<file path="config.mk">
export PLATFORM = sky130hd
export DESIGN_NAME = store_buffer
export DESIGN_NICKNAME = d
export VERILOG_FILES = /design/src/rtl/store_buffer.sv
export SDC_FILE = /design/constraint.sdc
export NUM_CORES = 1
export LEC_CHECK = 0
export ABC_AREA = 1
export CELL_PAD_IN_SITES_DETAIL_PLACEMENT = 1
export CELL_PAD_IN_SITES_GLOBAL_PLACEMENT = 2
export CORE_AREA = 4 4 255 257
export DETAILED_ROUTE_END_ITERATION = 10
export DIE_AREA = 0 0 259 261
export PLACE_DENSITY_LB_ADDON = 0.1
export REMOVE_ABC_BUFFERS = 1
export SLEW_MARGIN = 20
export SYNTH_ARGS = -nofsm -noshare
export SYNTH_HDL_FRONTEND = slang
export SYNTH_SLANG_ARGS = --single-unit
</file>
<file path="constraint.sdc">
create_clock -name clk -period 4 [get_ports clk]
set_input_delay 0.4 -clock clk [delete_from_list [all_inputs] [get_ports clk]]
set_output_delay 0.4 -clock clk [all_outputs]
set_load 0.01 [all_outputs]
</file>
<file path="src/rtl/store_buffer.sv">
// -----------------------------------------------------------------------------
// store_buffer
//
// Word-granular store buffer between the EX/MEM pipeline register and the data
// memory. Stores from the MEM stage go into a circular FIFO. The FIFO retires
// one entry to data memory per cycle whenever the memory port is free. A load
// in the MEM stage receives the data of the youngest buffered store to the
// same word. The pipeline stalls only when a store arrives and the buffer is
// full.
//
// Optional feature: define STORE_BUF_COALESCE_EN to enable store coalescing.
// With it, a store to the same word as the youngest entry overwrites that
// entry's data instead of allocating a new entry. The exception is when that
// entry is the head being drained this cycle.
//
// Parameters:
//   DEPTH      number of entries (power of two, >= 2)
//   DW         data width
// Ports:
//   clk        rising-edge clock
//   reset      synchronous, active-high reset
//   st_valid   MEM-stage store request
//   st_addr    store byte address (bits [1:0] ignored)
//   st_data    store data
//   ld_valid   MEM-stage load
//   ld_addr    load byte address (bits [1:0] ignored)
//   ld_hit     a buffered store matches ld_addr (gated by ld_valid)
//   ld_data    forwarded data, 0 on miss
//   stall      freeze IF..MEM stages (store arriving while full)
//   mem_busy   data-memory port used by a load this cycle
//   mem_wr     write strobe to data memory
//   mem_addr   write address {entry_addr, 2'b00}, 0 when empty
//   mem_wdata  write data, 0 when empty
//   count      number of occupied entries
//   empty      count == 0
// -----------------------------------------------------------------------------
module store_buffer #(
    parameter int DEPTH = 4,
    parameter int DW    = 32
) (
    input  logic                       clk,
    input  logic                       reset,
    input  logic                       st_valid,
    input  logic [31:0]                st_addr,
    input  logic [DW-1:0]              st_data,
    input  logic                       ld_valid,
    input  logic [31:0]                ld_addr,
    output logic                       ld_hit,
    output logic [DW-1:0]              ld_data,
    output logic                       stall,
    input  logic                       mem_busy,
    output logic                       mem_wr,
    output logic [31:0]                mem_addr,
    output logic [DW-1:0]              mem_wdata,
    output logic [$clog2(DEPTH+1)-1:0] count,
    output logic                       empty
);

    localparam int PW = $clog2(DEPTH);
    localparam int CW = $clog2(DEPTH+1);
    localparam logic [CW-1:0] DEPTH_C = CW'(DEPTH);

    // Entry storage: word address plus data
    logic [29:0]   addr_q [DEPTH];
    logic [DW-1:0] data_q [DEPTH];

    logic [PW-1:0] head_q, head_d;
    logic [PW-1:0] tail_q, tail_d;
    logic [CW-1:0] count_q, count_d;

    logic          full;
    logic          is_empty;
    logic          enq;
    logic          deq;
    logic          coal;
    logic [PW-1:0] youngest;
    logic          unused_addr_lsbs;

    // The byte-offset bits never take part in word matching.
    assign unused_addr_lsbs = ^{st_addr[1:0], ld_addr[1:0]};

    assign full     = (count_q == DEPTH_C);
    assign is_empty = (count_q == '0);
    assign youngest = tail_q - PW'(1);

    // Drain whenever something is buffered and the port is free. The signal
    // is held low while reset is asserted, so the reset edge never writes.
    assign mem_wr = !reset && !is_empty && !mem_busy;
    assign deq    = mem_wr;

`ifdef STORE_BUF_COALESCE_EN
    // Merge into the youngest entry, unless that entry is also the head
    // leaving this cycle (count==1 while draining). In that case allocate.
    assign coal = st_valid && !is_empty
               && (addr_q[youngest] == st_addr[31:2])
               && !(deq && (count_q == CW'(1)));
`else
    assign coal = 1'b0;
`endif

    // A store is not passed through, even when a drain frees a slot this
    // cycle. It is accepted on the first cycle the buffer is not full.
    assign enq   = st_valid && !full && !coal;
    assign stall = !reset && st_valid && full && !coal;

    assign mem_addr  = (reset || is_empty) ? 32'h0 : {addr_q[head_q], 2'b00};
    assign mem_wdata = (reset || is_empty) ? '0 : data_q[head_q];
    assign count     = count_q;
    assign empty     = is_empty;

    // Forwarding: walk the entries from oldest to youngest, so the last match
    // found is the youngest. The head entry being drained still counts.
    always_comb begin
        logic [PW-1:0] idx;
        ld_hit  = 1'b0;
        ld_data = '0;
        idx     = '0;
        for (int i = 0; i < DEPTH; i++) begin
            idx = head_q + PW'(i);
            if (!reset && ld_valid && (CW'(i) < count_q)
                && (addr_q[idx] == ld_addr[31:2])) begin
                ld_hit  = 1'b1;
                ld_data = data_q[idx];
            end
        end
    end

    // Next-state pointers. DEPTH is a power of two, so the pointers wrap on
    // their own.
    always_comb begin
        head_d  = head_q;
        tail_d  = tail_q;
        count_d = count_q;
        if (deq) head_d = head_q + PW'(1);
        if (enq) tail_d = tail_q + PW'(1);
        case ({enq, deq})
            2'b10:   count_d = count_q + CW'(1);
            2'b01:   count_d = count_q - CW'(1);
            default: count_d = count_q;
        endcase
    end

    always_ff @(posedge clk) begin
        if (reset) begin
            head_q  <= '0;
            tail_q  <= '0;
            count_q <= '0;
        end else begin
            head_q  <= head_d;
            tail_q  <= tail_d;
            count_q <= count_d;
        end
    end

    // NOTE: entry storage has no reset. An entry's contents matter only while
    // the entry lies within head..head+count-1, and reset clears count.
    always_ff @(posedge clk) begin
        if (enq) begin
            addr_q[tail_q] <= st_addr[31:2];
            data_q[tail_q] <= st_data;
        end else if (coal) begin
            data_q[youngest] <= st_data;
        end
    end

endmodule

</file>
==> flow_summary.html, run 1 <==
<table>
<tr><th>Metric</th><th>Value</th></tr>
<tr><th colspan="2">Pwr</th></tr>
<tr><td>Max IR drop VDD</td><td>275 uV</td></tr>
<tr><td>Sw Ratio</td><td>0.388</td></tr>
<tr><td>Power share of the clock group</td><td>0.291</td></tr>
<tr><td>Leak Pwr</td><td>10.3 nW</td></tr>
<tr><td>Sequential share of power</td><td>0.316</td></tr>
<tr><td>Net switching power figure</td><td>0.00397 W</td></tr>
<tr><td>Cell-internal power</td><td>0.00626 W</td></tr>
<tr><td>Portion of total power attributed to combinational logic</td><td>0.393</td></tr>
<tr><td>Pwr Density</td><td>433 nW/um2</td></tr>
<tr><th colspan="2">Routing</th></tr>
<tr><td>Routed metal-1 wirelength</td><td>35700 um</td></tr>
<tr><td>Final WL</td><td>84800 um</td></tr>
<tr><td>Met2 WL post-DR</td><td>42900 um</td></tr>
<tr><td>Initial detailed-routing violation count</td><td>1019</td></tr>
<tr><td>Sum of met3 wire segment lengths after detailed routing</td><td>3800 um</td></tr>
<tr><td>Uppermost layer routed</td><td>met5</td></tr>
<tr><td>Final routed DRC violation total</td><td>0</td></tr>
<tr><td>Average vias per placed instance</td><td>5.11</td></tr>
<tr><td>Remaining antenna violation count</td><td>0</td></tr>
<tr><td>Wire length per cell</td><td>23.1 um</td></tr>
<tr><td>Detailed-route via count</td><td>18700</td></tr>
<tr><td>TritonRoute pass-1 iters</td><td>5</td></tr>
<tr><th colspan="2">Setup path</th></tr>
<tr><td>Endpoint kind of the worst setup timing path</td><td>primary output</td></tr>
<tr><td>Setup Crit Path Kind</td><td>register to primary output</td></tr>
<tr><td>CP Data Arrival Time</td><td>3.62 ns</td></tr>
<tr><td>Worst Path Required</td><td>3.60 ns</td></tr>
<tr><td>Number of cell instances on the worst register-to-register path</td><td>6</td></tr>
<tr><td>Endpoint of the lowest-slack register-to-register path</td><td>addr_q[2][2]</td></tr>
<tr><td>Library cell contributing the largest single delay on the critical path</td><td>sky130_fd_sc_hd__dfxtp_4</td></tr>
<tr><td>Crit path launch type</td><td>register</td></tr>
<tr><td>Cell breakdown of the critical path</td><td>clkinv_8 -&gt; buf_12 -&gt; nor2_4 -&gt; buf_12 -&gt; clkbuf_16 -&gt; a22oi_2 -&gt; nand3_1 -&gt; nand2_1 -&gt; nor2_1 -&gt; nand2_1 -&gt; nor2_1 -&gt; nand2_2 -&gt; nor2_4 -&gt; buf_4 -&gt; buf_12 -&gt; buf_12 -&gt; a21oi_1 -&gt; nand2_1 -&gt; nand2_1 -&gt; dlygate4sd2_1</td></tr>
<tr><td>Slack of the worst reg-to-reg path</td><td>1.39 ns</td></tr>
<tr><td>Delay contributed by the slowest stage of the critical path</td><td>0.46 ns</td></tr>
<tr><td>Worst Path Max Fanout</td><td>14</td></tr>
<tr><td>CP endpoint</td><td>ld_data[25]</td></tr>
<tr><td>Startpoint of the most critical setup path</td><td>head_q[0]</td></tr>
<tr><td>FF-to-FF Start</td><td>count[0]</td></tr>
<tr><th colspan="2">Global route</th></tr>
<tr><td>Congestion Overflow GR</td><td>0</td></tr>
<tr><td>Number of global-route vias before repair</td><td>19300</td></tr>
<tr><td>Initial antenna violation count</td><td>4</td></tr>
<tr><td>Maximum number of pins on one net before global-route repair</td><td>93</td></tr>
<tr><td>Overall global routing resource usage</td><td>0.237</td></tr>
<tr><td>Global-route wire length before repair</td><td>120000 um</td></tr>
<tr><th colspan="2">Synth</th></tr>
<tr><td>Share of synthesized flip-flops with an asynchronous set or reset</td><td>0</td></tr>
<tr><td>Average footprint of a synthesized cell</td><td>7.04 um2</td></tr>
<tr><td>Number of instances in the synthesized netlist</td><td>2568</td></tr>
<tr><td>Count of state elements after synthesis</td><td>257</td></tr>
<tr><td>Most instantiated cells after synthesis</td><td>1107 x sky130_fd_sc_hd__nand2_1, 248 x sky130_fd_sc_hd__edfxtp_1, 199 x sky130_fd_sc_hd__nand3_1</td></tr>
<tr><td>Register area share after synthesis</td><td>0.422</td></tr>
<tr><td>Count of unique library cells instantiated by Yosys</td><td>39</td></tr>
<tr><td>Post-synthesis cell area</td><td>18100 um2</td></tr>
<tr><td>Library cell occupying the most area in the post-synthesis netlist</td><td>sky130_fd_sc_hd__edfxtp_1</td></tr>
<tr><td>Number of warnings reported in the yosys synthesis log</td><td>0</td></tr>
<tr><td>Number of synthesized flops with an enable pin</td><td>248</td></tr>
<tr><td>Synth top area share</td><td>0.412</td></tr>
<tr><td>Dominant cell by count in the synthesized netlist</td><td>sky130_fd_sc_hd__nand2_1</td></tr>
<tr><td>Prevailing post-synth register cell</td><td>sky130_fd_sc_hd__edfxtp_1</td></tr>
<tr><td>Ranking of synthesized cells by area</td><td>sky130_fd_sc_hd__edfxtp_1 41%, sky130_fd_sc_hd__nand2_1 23%, sky130_fd_sc_hd__nand3_1 5.5%</td></tr>
<tr><th colspan="2">Timing</th></tr>
<tr><td>Slew margin rel.</td><td>0.408</td></tr>
<tr><td>Setup Viol. Count Final</td><td>1</td></tr>
<tr><td>Peak Freq</td><td>249 MHz</td></tr>
<tr><td>Count of final hold-check violations</td><td>0</td></tr>
<tr><td>Final hold slack</td><td>0.458 ns</td></tr>
<tr><td>Setup TNS</td><td>-0.0153 ns</td></tr>
<tr><td>Slew at the pin with the worst max-slew slack</td><td>0.888 ns</td></tr>
<tr><td>Worst Clk Skew</td><td>0.0157 ns</td></tr>
<tr><td>Max-slew violation count</td><td>0</td></tr>
<tr><td>Worst path setup slack after routing</td><td>-0.0153 ns</td></tr>
<tr><td>Fraction of the cycle the final worst path needs</td><td>1.00</td></tr>
<tr><td>Time the worst path needs with I/O delays and setup</td><td>4.02 ns</td></tr>
<tr><td>RSZ-0062 raised after global routing</td><td>true</td></tr>
<tr><th colspan="2">Placed design</th></tr>
<tr><td>Placement-stage worst setup slack</td><td>0.147 ns</td></tr>
<tr><td>Number of buffers inserted by port buffering</td><td>197</td></tr>
<tr><td>RD Place Congestion</td><td>0.882</td></tr>
<tr><td>Half-perimeter wire length after placement</td><td>55300 um</td></tr>
<tr><td>Post-placement cell area</td><td>21400 um2</td></tr>
<tr><th colspan="2">Clock network</th></tr>
<tr><td>CTS clk-pin slew, worst paths</td><td>0.06 ns</td></tr>
<tr><td>Skew-Pair Late Insertion Delay</td><td>0.57 ns</td></tr>
<tr><td>Max H-tree Level</td><td>2</td></tr>
<tr><td>TritonCTS sink count</td><td>257</td></tr>
<tr><td>CTS Hold Buffers Added</td><td>0</td></tr>
<tr><td>CTS Buf Count</td><td>35</td></tr>
<tr><td>Clock Root Buffer</td><td>sky130_fd_sc_hd__clkbuf_16</td></tr>
<tr><td>CTS tree</td><td>built</td></tr>
<tr><td>Maximum buffer depth of the clock tree</td><td>3</td></tr>
<tr><th colspan="2">Floorplanning</th></tr>
<tr><td>Rows</td><td>92</td></tr>
<tr><td>Starting Density</td><td>0.288</td></tr>
<tr><td>Die X</td><td>259 um</td></tr>
<tr><td>Die Footprint</td><td>67600 um2</td></tr>
<tr><td>Number of top-level pins</td><td>204</td></tr>
<tr><td>Chip Height</td><td>261 um</td></tr>
<tr><td>Core ar.</td><td>62700 um2</td></tr>
<tr><th colspan="2">Final layout</th></tr>
<tr><td>Layout Utilization</td><td>0.377</td></tr>
<tr><td>Footprint of the multi-input gates</td><td>9330 um2</td></tr>
<tr><td>Nets</td><td>2903</td></tr>
<tr><td>Fraction of final layout cells sized beyond drive strength 1</td><td>0.104</td></tr>
<tr><td>Finished Cell Area</td><td>23600 um2</td></tr>
<tr><td>Synth-to-Final Area Change</td><td>30.7%</td></tr>
<tr><td>Storage cell area</td><td>7640 um2</td></tr>
<tr><td>Filler cells</td><td>7593</td></tr>
<tr><th colspan="2">Hold path</th></tr>
<tr><td>Hold/Removal Path Class</td><td>input port to register</td></tr>
<tr><th colspan="2">Job</th></tr>
<tr><td>Count of max-cap constraint violations</td><td>0</td></tr>
<tr><th colspan="2">Outcome</th></tr>
<tr><td>Result of the run</td><td>complete, but fails checks</td></tr>
<tr><td>Violated checks</td><td>negative setup slack</td></tr>
</table>
==> critical path: cells and delay by family, from the launching register on <==
family | cells | cell delay, ns
AOI/OAI and AO/OA | 2 | 0.15
buffers and inverters | 8 | 1.32
DFF | 1 | 0.46
and+or+nand+nor | 10 | 1.07
==> cells by family after synthesis <==
| family | synth area share |
|---|---|
| compound gates | 0.131 |
| xor+xnor | 0.0107 |
| fa+ha+maj | 0.00622 |
| buf+inv | 0.0812 |
| flops | 0.422 |
| mux | 0.0177 |
| other cells | 0.000207 |
| simple gates | 0.331 |
==> placed cells by master, fill, tap and decap left out, types with 7 or more instances in the layout <==
cell type / netlist / layout
sky130_fd_sc_hd__a21oi_1: 104 / 99
sky130_fd_sc_hd__a221oi_1: 32 / 32
sky130_fd_sc_hd__a22oi_1: 18 / 9
sky130_fd_sc_hd__a22oi_2: 0 / 9
sky130_fd_sc_hd__a32oi_1: 32 / 32
sky130_fd_sc_hd__buf_12: 0 / 35
sky130_fd_sc_hd__buf_4: 20 / 72
sky130_fd_sc_hd__buf_6: 3 / 7
sky130_fd_sc_hd__clkbuf_1: 59 / 10
sky130_fd_sc_hd__clkbuf_16: 0 / 46
sky130_fd_sc_hd__clkbuf_2: 0 / 25
sky130_fd_sc_hd__clkdlybuf4s50_1: 0 / 164
sky130_fd_sc_hd__clkinv_1: 2 / 11
sky130_fd_sc_hd__edfxtp_1: 248 / 248
sky130_fd_sc_hd__ha_1: 9 / 9
sky130_fd_sc_hd__inv_1: 191 / 189
sky130_fd_sc_hd__mux2i_1: 32 / 32
sky130_fd_sc_hd__nand2_1: 1107 / 1089
sky130_fd_sc_hd__nand2_2: 3 / 15
sky130_fd_sc_hd__nand3_1: 199 / 196
sky130_fd_sc_hd__nand4_1: 7 / 7
sky130_fd_sc_hd__nor2_1: 172 / 152
sky130_fd_sc_hd__nor2_2: 1 / 12
sky130_fd_sc_hd__nor2_4: 4 / 13
sky130_fd_sc_hd__o211ai_1: 33 / 33
sky130_fd_sc_hd__o21ai_0: 161 / 147
sky130_fd_sc_hd__o21ai_1: 7 / 16
sky130_fd_sc_hd__xor2_1: 22 / 22
==> sequential cells by signal (all words and copies together) (netlist names), named ones only <==
signal,count
data_q,128
head_q,2
tail_q,2
addr_q,120
count,3
==> routing by layer <==
layer / vias to the layer above / GRT usage
met5: - / 0
met4: 6 / 0.0753
met3: 126 / 0.0377
met2: 412 / 0.430
met1: 9225 / 0.288
li1: 8969 / -
==> area by class of cell <==
| type | instances | share of cell area |
|---|---|---|
| antenna | 2 | 0.000212 |
| clock buffer | 46 | 0.0392 |
| clock inverter | 16 | 0.00582 |
| inverter | 197 | 0.0325 |
| multi-input combinational | 1967 | 0.395 |
| sequential | 257 | 0.323 |
| tap | 846 | 0.0448 |
| timing repair buffer | 335 | 0.160 |
==> worst min path at each step <==
stage,from,to,slack (ns),cells past startpoint
final,st_data[26],data_q[2][26],0.46,1
after CTS,st_data[12],data_q[1][12],0.44,1
after detailed placement,count[0],count[0],0.56,2
after global routing,st_data[26],data_q[1][26],0.45,1
after floorplan,reset,count[0],0.47,1
after global placement,tail_q[1],tail_q[1],0.53,2
==> what timing repair did <==
item                                    4_1_cts  5_1_grt
pin swaps                                    11       18
resized for setup                            82      132
cloned                                        8       12
endpoints found under the setup margin       33       33
buffers inserted                             14       19
==> power by group through the flow <==
stage                     combinational [W]  sequential (W)  clock (W)
after floorplan                     0.00195         0.00337          0
after CTS                           0.00384         0.00324    0.00305
final                               0.00402         0.00324    0.00298
after detailed placement            0.00361         0.00328          0
after global routing                0.00441         0.00325    0.00315
after global placement              0.00353         0.00327          0
==> metrics by stage <==
step | cells | total power [W]
detailed placement | 3550 | 0.00689
CTS | 3634 | 0.0101
finish | 3666 | 0.0102
floorplan | 2420 | 0.00533
global placement | 3550 | 0.00680
global route | 3664 | 0.0108
Power figures use the tool's default switching activity.
==> run 2: changes to the inputs <==
Settings changed: CORE_AREA 4 4 255 257 to 4 4 240 242, DIE_AREA 0 0 259 261 to 0 0 244 246, DONT_BUFFER_PORTS from default to 1, SLEW_MARGIN 20 to default.
==> flow_summary.html, run 2 (same netlist as run 1, synthesis figures left out) <==
<table>
<tr><th>Metric</th><th>Value</th></tr>
<tr><th colspan="2">Clock network</th></tr>
<tr><td>TritonCTS sink count</td><td>257 (unchanged)</td></tr>
<tr><td>CTS Buf Count</td><td>36 (was 35)</td></tr>
<tr><td>Maximum buffer depth of the clock tree</td><td>3 (unchanged)</td></tr>
<tr><td>Clock Root Buffer</td><td>sky130_fd_sc_hd__clkbuf_16 (unchanged)</td></tr>
<tr><td>CTS tree</td><td>built (unchanged)</td></tr>
<tr><td>CTS clk-pin slew, worst paths</td><td>0.05 ns (was 0.06 ns)</td></tr>
<tr><td>Skew-Pair Late Insertion Delay</td><td>0.57 ns (about the same)</td></tr>
<tr><td>Max H-tree Level</td><td>2 (unchanged)</td></tr>
<tr><th colspan="2">Pwr</th></tr>
<tr><td>Sequential share of power</td><td>0.328 (was 0.316)</td></tr>
<tr><td>Max IR drop VDD</td><td>314 uV (was 275 uV)</td></tr>
<tr><td>Sw Ratio</td><td>0.386 (was 0.388)</td></tr>
<tr><td>Pwr Density</td><td>461 nW/um2 (was 433 nW/um2)</td></tr>
<tr><td>Power share of the clock group</td><td>0.319 (was 0.291)</td></tr>
<tr><td>Leak Pwr</td><td>9.34 nW (was 10.3 nW)</td></tr>
<tr><td>Net switching power figure</td><td>0.00381 W (was 0.00397 W)</td></tr>
<tr><td>Cell-internal power</td><td>0.00605 W (was 0.00626 W)</td></tr>
<tr><td>Portion of total power attributed to combinational logic</td><td>0.353 (was 0.393)</td></tr>
<tr><th colspan="2">Final layout</th></tr>
<tr><td>Nets</td><td>2713 (was 2903)</td></tr>
<tr><td>Diode insertion count for antenna repair</td><td>0 (was 2)</td></tr>
<tr><td>Storage cell area</td><td>7640 um2 (unchanged)</td></tr>
<tr><td>Commonest non-fill, non-tap cell in the layout</td><td>sky130_fd_sc_hd__nand2_1 (unchanged)</td></tr>
<tr><td>Fraction of final layout cells sized beyond drive strength 1</td><td>0.0697 (was 0.104)</td></tr>
<tr><td>Largest Register</td><td>data_q (unchanged)</td></tr>
<tr><td>Footprint of the multi-input gates</td><td>9210 um2 (was 9330 um2)</td></tr>
<tr><td>Number of flip-flops in the largest register</td><td>128 (unchanged)</td></tr>
<tr><td>Filler cells</td><td>6811 (was 7593)</td></tr>
<tr><td>Highest-count cells in the layout ignoring fill and taps</td><td>1097 x sky130_fd_sc_hd__nand2_1, 248 x sky130_fd_sc_hd__edfxtp_1, 199 x sky130_fd_sc_hd__nand3_1 (was 1089 x sky130_fd_sc_hd__nand2_1, 248 x sky130_fd_sc_hd__edfxtp_1, 196 x sky130_fd_sc_hd__nand3_1)</td></tr>
<tr><td>Synth-to-Final Area Change</td><td>18.3% (was 30.7%)</td></tr>
<tr><td>Number of cells in the finished layout apart from fillers</td><td>3375 (was 3666)</td></tr>
<tr><th colspan="2">Routing</th></tr>
<tr><td>Met2 WL post-DR</td><td>39800 um (was 42900 um)</td></tr>
<tr><td>Sum of met3 wire segment lengths after detailed routing</td><td>3700 um (was 3800 um)</td></tr>
<tr><td>Detailed-route via count</td><td>18000 (was 18700)</td></tr>
<tr><td>Initial detailed-routing violation count</td><td>1040 (was 1019)</td></tr>
<tr><td>Remaining antenna violation count</td><td>0 (unchanged)</td></tr>
<tr><td>Final routed DRC violation total</td><td>0 (unchanged)</td></tr>
<tr><td>TritonRoute pass-1 iters</td><td>5 (unchanged)</td></tr>
<tr><td>Uppermost layer routed</td><td>met5 (unchanged)</td></tr>
<tr><td>Average vias per placed instance</td><td>5.33 (was 5.11)</td></tr>
<tr><td>Final WL</td><td>79900 um (was 84800 um)</td></tr>
<tr><td>Wire length per cell</td><td>23.7 um (was 23.1 um)</td></tr>
<tr><td>Routed metal-1 wirelength</td><td>33800 um (was 35700 um)</td></tr>
<tr><th colspan="2">Floorplanning</th></tr>
<tr><td>Starting Density</td><td>0.328 (was 0.288)</td></tr>
<tr><td>Die X</td><td>244 um (was 259 um)</td></tr>
<tr><td>Number of top-level pins</td><td>204 (unchanged)</td></tr>
<tr><td>Core ar.</td><td>55100 um2 (was 62700 um2)</td></tr>
<tr><td>Rows</td><td>86 (was 92)</td></tr>
<tr><td>Chip Height</td><td>246 um (was 261 um)</td></tr>
<tr><td>Die Footprint</td><td>60000 um2 (was 67600 um2)</td></tr>
<tr><th colspan="2">Placed design</th></tr>
<tr><td>DP Cell Count</td><td>3224 (was 3550)</td></tr>
<tr><td>Placement-stage worst setup slack</td><td>0.370 ns (was 0.147 ns)</td></tr>
<tr><td>Half-perimeter wire length after placement</td><td>51700 um (was 55300 um)</td></tr>
<tr><td>Number of buffers inserted by port buffering</td><td>0 (was 197)</td></tr>
<tr><td>RD Place Congestion</td><td>0.853 (was 0.882)</td></tr>
<tr><th colspan="2">Global route</th></tr>
<tr><td>Number of global-route vias before repair</td><td>18500 (was 19300)</td></tr>
<tr><td>Global-route wire length before repair</td><td>116000 um (was 120000 um)</td></tr>
<tr><td>Congestion Overflow GR</td><td>0 (unchanged)</td></tr>
<tr><td>Overall global routing resource usage</td><td>0.256 (was 0.237)</td></tr>
<tr><td>Initial antenna violation count</td><td>3 (was 4)</td></tr>
<tr><td>Maximum number of pins on one net before global-route repair</td><td>72 (was 93)</td></tr>
<tr><th colspan="2">Setup path</th></tr>
<tr><td>Crit path launch type</td><td>register (unchanged)</td></tr>
<tr><td>Worst Path Required</td><td>3.60 ns (about the same)</td></tr>
<tr><td>Endpoint kind of the worst setup timing path</td><td>primary output (unchanged)</td></tr>
<tr><td>Slack of the worst reg-to-reg path</td><td>1.24 ns (was 1.39 ns)</td></tr>
<tr><td>CP Data Arrival Time</td><td>3.42 ns (was 3.62 ns)</td></tr>
<tr><td>Worst Path Max Fanout</td><td>35 (was 14)</td></tr>
<tr><td>Setup Crit Path Kind</td><td>register to primary output (unchanged)</td></tr>
<tr><th colspan="2">Outcome</th></tr>
<tr><td>Result of the run</td><td>finished, final reports clean (was complete, but fails checks)</td></tr>
<tr><th colspan="2">Timing</th></tr>
<tr><td>Fraction of the cycle the final worst path needs</td><td>0.954 (was 1.00)</td></tr>
<tr><td>RSZ-0062 raised after global routing</td><td>false (was true)</td></tr>
<tr><td>Count of final hold-check violations</td><td>0 (unchanged)</td></tr>
<tr><td>Peak Freq</td><td>262 MHz (was 249 MHz)</td></tr>
<tr><td>Slew at the pin with the worst max-slew slack</td><td>0.695 ns (was 0.888 ns)</td></tr>
<tr><td>Slew margin rel.</td><td>0.537 (was 0.408)</td></tr>
<tr><td>Setup Viol. Count Final</td><td>0 (was 1)</td></tr>
<tr><td>Time the worst path needs with I/O delays and setup</td><td>3.82 ns (was 4.02 ns)</td></tr>
<tr><td>Worst Clk Skew</td><td>0.0251 ns (was 0.0157 ns)</td></tr>
<tr><td>Worst path setup slack after routing</td><td>0.185 ns (was -0.0153 ns)</td></tr>
<tr><td>Max-slew violation count</td><td>0 (unchanged)</td></tr>
<tr><th colspan="2">Hold path</th></tr>
<tr><td>Hold/Removal Path Class</td><td>input port to register (unchanged)</td></tr>
<tr><th colspan="2">Job</th></tr>
<tr><td>Count of max-cap constraint violations</td><td>0 (unchanged)</td></tr>
</table>
run 2: critical path, stage by stage (launching register included):
cell and delay [ns]:
sky130_fd_sc_hd__dfxtp_4 0.44, sky130_fd_sc_hd__inv_4 0.10, sky130_fd_sc_hd__nand2_2 0.12, sky130_fd_sc_hd__nand2_4 0.10
sky130_fd_sc_hd__buf_12 0.14, sky130_fd_sc_hd__buf_16 0.18, sky130_fd_sc_hd__o21ai_0 0.33, sky130_fd_sc_hd__xor2_1 0.22
sky130_fd_sc_hd__nand3_1 0.09, sky130_fd_sc_hd__nor2_1 0.13, sky130_fd_sc_hd__nand2_1 0.09, sky130_fd_sc_hd__nor2_4 0.13
sky130_fd_sc_hd__buf_12 0.13, sky130_fd_sc_hd__bufbuf_16 0.33, sky130_fd_sc_hd__o211ai_1 0.10, sky130_fd_sc_hd__nand2_1 0.18
run 2: path summary, 6_finish.rpt:
kind,from,endpoint,cells past startpoint
worst min-delay path,reset,register,3
worst max register to register,count[0],count[2],12
worst min register to register,tail_q[1],tail_q[1],2
worst max-delay path,head_q[0],ld_data[17],15
run 2: per-stage QoR:
stage                     hold WS (ns)  TNS (ns)  utilization  cell area [um2]  total power, W
after global routing             0.129         0        0.389            21400          0.0104
after detailed placement         0.477         0        0.345            19000         0.00646
after CTS                       0.0410         0        0.381            21000         0.00982
after global placement           0.471         0        0.345            19000         0.00639
final                           0.0693         0        0.389            21400         0.00986
after floorplan                  0.469   -268.89            -            17400         0.00533
run 2: repair_timing:
action,CTS,global route
hold buffers,63,0
setup endpoints to repair,33,33
pin swaps,3,6
endpoints found under the hold margin,255,0
setup buffers,1,16
cloned,5,5
resized for setup,18,53
run 2: layer usage:
metal	vias to the layer above	global-route usage
met5	-	0
met4	6	0.0849
met3	131	0.0417
met2	388	0.463
met1	8878	0.310
li1	8584	-
run 2: layout make-up:
| class | count | area share |
|---|---|---|
| well taps | 748 | 0.0437 |
| multi-input cells | 1969 | 0.430 |
| clock inverters | 22 | 0.0102 |
| inverters | 197 | 0.0354 |
| clock buffers | 40 | 0.0438 |
| flip-flops and latches | 257 | 0.357 |
| repair buffers | 142 | 0.0802 |
run 2: power groups by stage:
stage | clock [W] | sequential [W] | combinational [W]
3_5_place_dp | 0 | 0.00329 | 0.00317
5_1_grt | 0.00335 | 0.00325 | 0.00385
4_1_cts | 0.00323 | 0.00324 | 0.00335
3_3_place_gp | 0 | 0.00329 | 0.00310
2_1_floorplan | 0 | 0.00337 | 0.00195
6_report | 0.00314 | 0.00324 | 0.00348
